===== src/rtl/cpu6_pipestage_skid.sv =====
// cpu6_pipestage_skid
//   Generic valid/ready pipeline-stage register with a 2-entry skid buffer.
//   Replaces the hand-written per-signal inter-stage registers (ID/EX etc.):
//   the caller concatenates its control/data fields into one payload vector.
//   The skid entry lets in_ready be a pure register output and still sustain
//   one transfer per cycle.
//
// Parameters
//   WIDTH        payload width in bits
//   ZERO_BUBBLE  1: out_data reads all-zero (NOP) whenever out_valid=0
//   RESET_DATA   value loaded into both payload registers on reset/flush
//
// Ports
//   clk        clock, rising edge
//   reset      synchronous active-high reset (wins over flush)
//   flush      synchronous kill of every held entry
//   in_valid   upstream payload valid
//   in_ready   stage can accept (registered, = ~skid_valid)
//   in_data    upstream payload
//   out_valid  downstream payload valid (= main_valid)
//   out_ready  downstream accepts
//   out_data   downstream payload
//
// Optional build macro CPU6_PIPESTAGE_PERF_EN adds saturating counters:
//   stall_cnt   cycles with out_valid & ~out_ready
//   bubble_cnt  cycles with ~out_valid
//   flush_cnt   flush cycles while the stage held anything
//   They clear on reset only; flush leaves them alone.

module cpu6_pipestage_skid #(
   parameter int               WIDTH       = 64,
   parameter bit               ZERO_BUBBLE = 1'b1,
   parameter logic [WIDTH-1:0] RESET_DATA  = '0
) (
   input  logic             clk,
   input  logic             reset,
   input  logic             flush,
   input  logic             in_valid,
   output logic             in_ready,
   input  logic [WIDTH-1:0] in_data,
   output logic             out_valid,
   input  logic             out_ready,
   output logic [WIDTH-1:0] out_data
`ifdef CPU6_PIPESTAGE_PERF_EN
   ,
   output logic [31:0]      stall_cnt,
   output logic [31:0]      bubble_cnt,
   output logic [31:0]      flush_cnt
`endif
);

   // Bit 0 is main_valid, bit 1 is skid_valid; 2'b10 (skid without main)
   // is unreachable.
   typedef enum logic [1:0] {
      ST_EMPTY = 2'b00,
      ST_BUSY  = 2'b01,
      ST_FULL  = 2'b11
   } state_t;

   state_t           state, state_nxt;
   logic [WIDTH-1:0] main_data, skid_data;
   logic             main_valid, skid_valid;
   logic             in_fire, out_fire;
   logic             main_ld_in, main_ld_skid, skid_ld;

   assign main_valid = state[0];
   assign skid_valid = state[1];

   assign in_ready  = ~skid_valid;
   assign out_valid = main_valid;
   assign in_fire   = in_valid & in_ready;
   assign out_fire  = main_valid & out_ready;

   // Next-state and payload-load decode. Reset/flush override in the
   // register process, so this only describes the normal handshake.
   always_comb begin
      state_nxt    = state;
      main_ld_in   = 1'b0;
      main_ld_skid = 1'b0;
      skid_ld      = 1'b0;
      case (state)
         ST_EMPTY: begin
            if (in_fire) begin
               state_nxt  = ST_BUSY;
               main_ld_in = 1'b1;
            end
         end
         ST_BUSY: begin
            if (in_fire && out_fire) begin
               main_ld_in = 1'b1;
            end else if (in_fire) begin
               // Downstream stalled: park the new entry behind main.
               state_nxt = ST_FULL;
               skid_ld   = 1'b1;
            end else if (out_fire) begin
               state_nxt = ST_EMPTY;
            end
         end
         ST_FULL: begin
            // in_ready is low here, so only the drain side can move.
            if (out_fire) begin
               state_nxt    = ST_BUSY;
               main_ld_skid = 1'b1;
            end
         end
         default: state_nxt = ST_EMPTY;
      endcase
   end

   always_ff @(posedge clk) begin
      if (reset || flush) begin
         // An in_fire in a flush cycle is acknowledged but its payload dropped.
         state     <= ST_EMPTY;
         main_data <= RESET_DATA;
         skid_data <= RESET_DATA;
      end else begin
         state <= state_nxt;
         if (main_ld_in)
            main_data <= in_data;
         else if (main_ld_skid)
            main_data <= skid_data;
         if (skid_ld)
            skid_data <= in_data;
      end
   end

   // Masking is output-only so the registers keep their contents; it also
   // keeps unknown upstream data from leaking while the slot is empty.
   generate
      if (ZERO_BUBBLE) begin : g_zero
         assign out_data = main_valid ? main_data : '0;
      end else begin : g_raw
         assign out_data = main_data;
      end
   endgenerate

`ifdef CPU6_PIPESTAGE_PERF_EN
   always_ff @(posedge clk) begin
      if (reset) begin
         stall_cnt  <= '0;
         bubble_cnt <= '0;
         flush_cnt  <= '0;
      end else begin
         if (main_valid && !out_ready && stall_cnt != 32'hFFFF_FFFF)
            stall_cnt <= stall_cnt + 32'd1;
         if (!main_valid && bubble_cnt != 32'hFFFF_FFFF)
            bubble_cnt <= bubble_cnt + 32'd1;
         if (flush && (main_valid || skid_valid) && flush_cnt != 32'hFFFF_FFFF)
            flush_cnt <= flush_cnt + 32'd1;
      end
   end
`endif

endmodule


===== config.mk =====
export PLATFORM = sky130hd
export DESIGN_NAME = cpu6_pipestage_skid
export DESIGN_NICKNAME = d
export VERILOG_FILES = /design/src/rtl/cpu6_pipestage_skid.sv
export SDC_FILE = /design/constraint.sdc
export NUM_CORES = 1
export LEC_CHECK = 0
export BUFFER_PORTS_ARGS = -buffer_cell sky130_fd_sc_hd__buf_2
export CORE_ASPECT_RATIO = 2
export CORE_MARGIN = 2
export CORE_UTILIZATION = 35
export CTS_CLUSTER_SIZE = 14
export DETAILED_ROUTE_END_ITERATION = 10
export GPL_TIMING_DRIVEN = 0
export SLEW_MARGIN = 15
export SYNTH_ARGS = -nofsm -noshare
export SYNTH_HDL_FRONTEND = slang
export SYNTH_SLANG_ARGS = --single-unit

===== constraint.sdc =====
create_clock -name clk -period 2.1 [get_ports clk]
set_input_delay 0.42 -clock clk [delete_from_list [all_inputs] [get_ports clk]]
set_output_delay 0.42 -clock clk [all_outputs]
set_load 0.01 [all_outputs]

# ---- Word level (Yosys, flattened, before mapping)
# Cells that the tools add are included.
dict set report totals {
  regBits 130
  input_bits 69
  out_inout_bits 66
  elab_cells 33
}
dict set report op_classes {
  n_eq_ne 6
  muxes 16
  bitwise 3
  reduce_logical 5
}
# op count
set ops {}
lappend ops {{two-way mux 64 bit} 3}
lappend ops {{two-way mux 2 bit} 5}
lappend ops {{two-way mux 1 bit} 6}
lappend ops {{inequality test 2 bit (second input constant)} 3}
lappend ops {{one-hot mux 2 bit (3 select lines)} 1}
lappend ops {{AND reduction 4 bit} 1}
lappend ops {{inequality test 3 bit (second input constant)} 1}
lappend ops {{AND 1 bit} 2}
lappend ops {{equality test 2 x 1 -> 1 bit (second input constant)} 1}
lappend ops {{equality test 2 bit (second input constant)} 1}
lappend ops {{logical NOT 2 bit} 1}
lappend ops {{one-hot mux 1 bit (2 select lines)} 1}
lappend ops {{nonzero test 2 bit} 1}
lappend ops {{logical AND 1 bit} 1}
lappend ops {{logical OR 1 bit} 1}
lappend ops {{inverter 1 bit} 1}

# ---- Logic depth before layout (Yosys ltp)
# Gate-level depths: netlist of run 1.
dict set report logic_depth {
  depth_word 6
  ltp_mapped 11
  ltp_nobuf 6
}

# ---- Worst setup path after synthesis of run 1
# Ideal clock, no wire load.
dict set report synth_path {
  path_kind {register -> register}
  start {register state[0]}
  end {register main_data[0]}
  setup_ns 0.146
  arrival_ns 2.015
  required_time_ns 1.954
  path_slack_ns -0.061
  path_stages_with_launch 11
  path_buffers 5
  synth_period_minus_slack_ns 2.161
  path_cell_list {dfxtp_1 > buf_6 > clkbuf_1 > clkbuf_1 > inv_1 > ha_1 > a31o_1 > nand3_2 > buf_6 > buf_2 > a211oi_2}
}
dict set report synth_between {
  elab_chain_cells 5
  word_cells_on_any_way 11
  cone_classes {eq/ne (2); mux (5); bitwise (1); reduce/logical (3)}
}
# item line_no
set synth_lines {}
lappend synth_lines {{start, declared} 60} ;# state_t state, state_nxt;
lappend synth_lines {{start signal, assigned} 117} ;# state <= state_nxt;
lappend synth_lines {{AND 1 bit} 72} ;# assign out_fire = main_valid & out_ready;
lappend synth_lines {{logical AND 1 bit} 89} ;# if (in_fire && out_fire) begin
lappend synth_lines {{two-way mux 1 bit} 89}
lappend synth_lines {{one-hot mux 1 bit (2 select lines)} 81} ;# case (state)
lappend synth_lines {{two-way mux 64 bit / nonzero test 2 bit (equally long branches)} n/a}
lappend synth_lines {{end signal, assigned} 119} ;# main_data <= in_data;
lappend synth_lines {{end signal, assigned} 121} ;# main_data <= skid_data;
lappend synth_lines {{end, declared} 61} ;# logic [WIDTH-1:0] main_data, skid_data;
# Several ways; a longest one is shown, not always the timed one.
# A chain may end at the register's enable or synchronous reset.

# ---- Worst setup path in the final report of run 1
dict set report layout_path {
  start {register state[0]}
  end {output out_data[1]}
}
dict set report layout_between {
  elab_chain_cells 1
}
# item line_no
set layout_lines {}
lappend layout_lines {{two-way mux 64 bit} 131} ;# assign out_data = main_valid ? main_data : '0;
lappend layout_lines {{end, declared} 43} ;# output logic [WIDTH-1:0] out_data
# No other way between the ends.

==> results of run 1 <==
==> where the power goes <==
group	leakage [uW]	switching [uW]	internal, uW
Clock	0.000293	1170	1950
Sequential	0.00106	35.9	2540
Combinational	0.00217	373	278
==> worst paths after layout <==
path                                                 start                         end  slack [ps]  cells after the start
worst min register to register  skid_data[34]$_SDFFE_PP0P_  skid_data[34]$_SDFFE_PP0P_         450                      2
worst min-delay path                           in_data[37]  skid_data[37]$_SDFFE_PP0P_         250                      3
worst max register to register       state[1]$_SDFFE_PP0P_  skid_data[50]$_SDFFE_PP0P_         190                      8
worst max-delay path                 state[0]$_SDFFE_PP0P_                 out_data[1]          70                      5
==> cell usage in the layout, fill, tap and decap left out, types with 12 or more instances in the layout <==
cell	n
a211oi_2	58
a21oi_1	63
and2_1	63
buf_2	141
buf_4	13
buf_6	12
clkbuf_1	12
clkbuf_16	20
dfxtp_1	129
mux2i_1	64
nand2_1	128
nor2_1	64
==> area by class of cell <==
type,instances,area [um2],share of cell area
clock inverter,13,173,0.0220
timing repair buffer,140,766,0.0977
sequential,130,2610,0.333
buffer,57,512,0.0653
clock buffer,19,453,0.0578
inverter,2,7.51,0.000958
tap,207,259,0.0331
multi-input combinational,469,3060,0.390
==> critical path, delay by kind of cell (launching register included) <==
kind,cells,cell delay [ps]
flops,1,370
simple gates,1,200
buf+inv,4,630
==> layer usage <==
| layer | vias up | global-route usage |
|---|---|---|
| li1 | 2548 | - |
| met1 | 2343 | 0.182 |
| met2 | 94 | 0.339 |
| met3 | 19 | 0.0386 |
| met4 | 0 | 0.0764 |
| met5 | - | 0 |
==> logic make-up after synthesis <==
group / after synthesis
multiplexers: 64
flip-flops: 130
AO/OA/AOI/OAI: 140
buffers and inverters: 60
AND/OR/NAND/NOR: 261
adder cells (fa/ha/maj): 4
==> metrics by stage <==
stage                     utilization  total power [uW]  hold WS [ps]  TNS, ps
after floorplan                     -              2990           436     -105
after detailed placement        0.413              3220           447   -40490
after CTS                       0.456              6380           234        0
after global routing            0.465              6590           235     -185
final                           0.465              6340           251        0
after global placement          0.413              3210           442   -40300
==> timing repair <==
action	CTS	global route
pin swaps	0	1
cloned	0	2
buffers inserted	0	5
hold buffers	0	0
resized for setup	29	16
setup endpoints to repair	120	93
==> registers in the layout (all words and copies together), names as in the netlist <==
register and cells:
state 2, main_data 64, skid_data 64
==> flow_summary_export.csv, run 1 <==
group,metric,value,unit
global_routing,grt_max_degree,17,
finish,diodes,0,
power,ir_drop,0.529,mV
placement,pre_cts_ws,-662,ps
route,wl_met2,9160,um
yosys,async_flop_share,0,
yosys,yosys.area.top_type,"dfxtp_1",
placement,place_congestion,0.762,
placement,port_buffers,133,
yosys,synth_compound_area_frac,0.198,
yosys,synth_top_area_frac,0.432,
yosys,syn_nets,732,
route,drc,0,
route,wl_met3,545,um
floorplanning,start_util,0.358,
finish,fillers,1673,
floorplanning,num_io_pins,135,
global_routing,antenna_found_initial,0,
clock_network,tritoncts,"built",
sta,setup_slack,70.8,ps
route,drt-met1-wl,6210,um
global_routing,overflow,0,
sta,rsz0062_at_grt,"yes",
route,drtAntennaViolNets,0,
finish,finalInstanceArea,0.00784,mm2
min_path,hold_path_class,"in -> reg",
setup_path,path_cells,"buf_8, buf_4, clkbuf_1, and2_1, buf_2",
yosys,yosys-top-cells-area,"dfxtp_1, a211oi_2, mux2i_1",
outcome,run_status,"completed",
route,first_pass_iters,4,
clock_network,clock-sinks,130,
yosys,ys_seq_area_frac,0.432,
finish,drive_gt1_frac,0.343,
route,highest_layer,"met4",
yosys,netlist_instances,659,
setup_path,cp_max_fo,10,
sta,slew_viol_final,0,
yosys,synthTopCellsByCount,"dfxtp_1, nand2_1, and2_1, mux2i_1, nor2_1",
yosys,synth_mux_area_frac,0.106,
setup_path,max_stage_delay,370,ps
placement,post_dp_cell_area,0.00696,mm2
route,via_count,5004,
power,powerDensity,809,mW/mm2
setup_path,startpoint_type,"flop",
setup_path,crit_type,"reg -> out",
sta,max_freq,493,MHz
clock_network,path_clk_slew,60,ps
setup_path,cp.required,1680,ps
sta,finalCriticalPeriod,2030,ps
yosys,yosys_warnings,0,
yosys,synth_xor_area_frac,0,
yosys,synth-edff-count,0,
yosys,synth_top_family_by_area,"compound AO/OA/AOI/OAI gates",
yosys,ys_ff_latch,130,
run,drv_cap,0,
finish,syn_to_final_growth,30.0,%
global_routing,grt_pass1_vias,5027,
sta,tightest_slew,757,ps
setup_path,worst_setup_path_end_kind,"output pin",
yosys,synthMostInstantiatedCell,"dfxtp_1",
global_routing,grt_util_all_layers,0.177,
route,vias_per_cell,4.83,
floorplanning,design.die.area,0.0184,mm2
yosys,synth_ff_type,"dfxtp_1",
global_routing,grt_pass1_wl,25800,um
floorplanning,die_h,190,um
setup_path,slowest_stage,"dfxtp_4",
sta,hold_viol_final,0,
floorplanning,num_rows,67,
sta,slew_headroom,0.495,
clock_network,cts_root_buf,"clkbuf_16",
finish,final_nets,890,
yosys,synth_fa_ha_area_frac,0.00830,
sta,setup_viol,0,
floorplanning,core_area,0.0168,mm2
clock_network,htreeDepth,4,
clock_network,cts_inserted_buffers,17,
finish,stdcell_count,1037,
yosys,synth.distinct_cells,28,
setup_path,arrival,1610,ps
route,wl,16300,um
yosys,synth_area_per_cell,9.15,um2
floorplanning,die_w,96.8,um
placement,post-dp-hpwl,11800,um
yosys,synth_area,0.00603,mm2
clock_network,clkLatencyLatePin,420,ps
clock_network,cts_max_path_buffers,2,
route,wl_per_cell,15.7,um
power,power.leakage,0.00352,uW
placement,dp.cells,999,
sta,fin_worst_skew,10.8,ps
sta,min_period_over_period,0.966,
yosys,synth_simple_gate_area_frac,0.192,
route,drtIter0Drc,85,
Power figures use the tool's default switching activity.
==> inputs of run 2 (changes only) <==
==> constraint.sdc (replaced) <==
create_clock -name clk -period 2.1 [get_ports clk]
set_input_delay 0.42 -clock clk [delete_from_list [all_inputs] [get_ports clk]]
set_output_delay 0.42 -clock clk [all_outputs]
set_load 0.005 [all_outputs]
==> run 2 against run 1 <==
  * Global-route usage rose by 0.15 points
  * Power barely moved
  * Sequential power barely moved
  * Wire length rose by 1.7%
  * Clock skew fell by 2.1 ps
  * Utilization rose by 0.50 points
  * Clock power barely moved
  * Register-to-register slack got worse by 80 ps
  * Sequential share of layout area fell by 0.35 points
  * Largest power group unchanged
==> flow_summary_export.csv, run 2 (synthesis gave the netlist of run 1 again) <==
group,metric,value,unit
outcome,run_status,"completed",
clock_network,htreeDepth,4,
finish,final_common_cell,"buf_2",
placement,post-dp-hpwl,11500,um
setup_path,arrival,1600,ps
finish,syn_to_final_growth,31.4,%
power,ir_drop,0.583,mV
clock_network,cts_root_buf,"clkbuf_16",
finish,multi_input_area,0.00307,mm2
sta,finalCriticalPeriod,2020,ps
clock_network,cts_max_path_buffers,2,
sta,max_freq,496,MHz
floorplanning,die_w,96.8,um
finish,reg_top3,"main_data (64), skid_data (64), state (2)",
floorplanning,start_util,0.358,
setup_path,crit-reg2reg-launch,"state[0]$_SDFFE_PP0P_",
min_path,hold_path_class,"in -> reg",
sta,setup_viol,0,
sta,tightest_slew,785,ps
setup_path,crit_end,"out_data[11]",
power,pwr-share-seq,0.406,
clock_network,clkLatencyLatePin,420,ps
setup_path,r2r_cells,11,
route,vias_per_cell,4.88,
global_routing,grt_util_met3,0.0356,
power,p_comb_frac,0.107,
finish,stdcell_count,1040,
setup_path,startpoint_type,"flop",
floorplanning,design.die.area,0.0184,mm2
route,drc,0,
global_routing,grt_pass1_vias,5103,
floorplanning,num_io_pins,135,
power,switching_share,0.247,
route,wl,16600,um
setup_path,r2r_end,"main_data[62]$_SDFFE_PP0P_",
route,first_pass_iters,4,
setup_path,cp_max_fo,10,
global_routing,antenna_found_initial,0,
global_routing,grt_pass1_wl,26200,um
sta,fin_worst_skew,8.70,ps
global_routing,grt_busiest_layer,"met2",
run,drv_cap,0,
finish,final_nets,893,
sta,hold_viol_final,0,
setup_path,worstSetupStartpoint,"state[0]$_SDFFE_PP0P_",
sta,slew_headroom,0.476,
clock_network,tritoncts,"built",
finish,drive_gt1_frac,0.347,
floorplanning,num_rows,67,
clock_network,clock-sinks,130,
sta,slew_viol_final,0,
power,power.leakage,0.00356,uW
power,power.total,6340,uW
finish,register_area,0.00261,mm2
placement,dp.cells,999,
power,p_int,4780,uW
global_routing,grt_max_degree,17,
placement,place_congestion,0.749,
power,power.switching,1570,uW
route,via_count,5077,
power,clockPowerShare,0.487,
setup_path,crit_type,"reg -> out",
global_routing,met1_usage,0.188,
route,drtIter0Drc,127,
setup_path,worst_setup_path_end_kind,"output pin",
floorplanning,core_area,0.0168,mm2
setup_path,ff2ff_setup_slack,110,ps
global_routing,overflow,0,
finish,fillers,1650,
placement,port_buffers,133,
floorplanning,die_h,190,um
sta,hold_slack,249,ps
route,drtAntennaViolNets,0,
finish,final_cell_mix,"buf_2, dfxtp_1, nand2_1, and2_1, mux2i_1",
clock_network,cts_inserted_buffers,17,
setup_path,cp.required,1680,ps
power,powerDensity,801,mW/mm2
sta,min_period_over_period,0.961,
route,wl_per_cell,15.9,um
global_routing,grt_util_all_layers,0.179,
sta,rsz0062_at_grt,"yes",
clock_network,path_clk_slew,60,ps
global_routing,met2_usage,0.341,
finish,diodes,0,
run 2: area by class of cell:
type	instances	area share
Tap cell	207	0.0327
Multi-Input combinational cell	469	0.387
Sequential cell	130	0.329
Clock buffer	20	0.0577
Inverter	2	0.000948
Clock inverter	12	0.0199
Buffer	58	0.0665
Timing Repair Buffer	142	0.106
run 2: per-stage QoR:
step / utilization / setup slack [ps] / setup TNS [ps] / area (um2)
after floorplan: - / -19.5 / -358 / 6030
after global placement: 0.413 / -808 / -52250 / 6950
after detailed placement: 0.413 / -797 / -50560 / 6950
after CTS: 0.454 / 5.01 / 0 / 7650
after global routing: 0.470 / -15.0 / -48.6 / 7920
final: 0.470 / 82.2 / 0 / 7920
run 2: worst min-delay path by stage:
stage          cells past startpoint                    endpoint                  startpoint
3_5_place_dp                       2  skid_data[48]$_SDFFE_PP0P_  skid_data[48]$_SDFFE_PP0P_
5_1_grt                            3  skid_data[34]$_SDFFE_PP0P_                 in_data[34]
4_1_cts                            3  skid_data[62]$_SDFFE_PP0P_                 in_data[62]
6_report                           3  skid_data[26]$_SDFFE_PP0P_                 in_data[26]
2_1_floorplan                      2   skid_data[0]$_SDFFE_PP0P_   skid_data[0]$_SDFFE_PP0P_
3_3_place_gp                       2  skid_data[21]$_SDFFE_PP0P_  skid_data[21]$_SDFFE_PP0P_
run 2: worst max-delay path, cell delays in order, from the launching register on:
cell	delay (ps)
dfxtp_4	370
buf_8	110
clkbuf_16	160
clkbuf_2	200
and2_1	210
buf_2	130
run 2: routing by layer:
metal | part of all wire | vias up
li1 | - | 2553
met4 | 0.026 | 0
met3 | 0.030 | 29
met2 | 0.56 | 107
met1 | 0.38 | 2388
met5 | 0 | -
run 2: timing repair:
action | in CTS | in global routing
pin swaps | 0 | 1
setup buffers | 0 | 3
setup endpoints to repair | 124 | 69
hold buffers | 0 | 0
gates resized for setup | 25 | 26
gates cloned | 0 | 6
endpoints found under the hold margin | 0 | 0
run 2: power groups by stage:
stage	clock network, uW	logic, uW	registers (uW)
after floorplan	0	367	2620
after global placement	0	574	2630
after detailed placement	0	578	2630
after CTS	3130	606	2580
after global routing	3270	743	2580
final	3090	681	2580
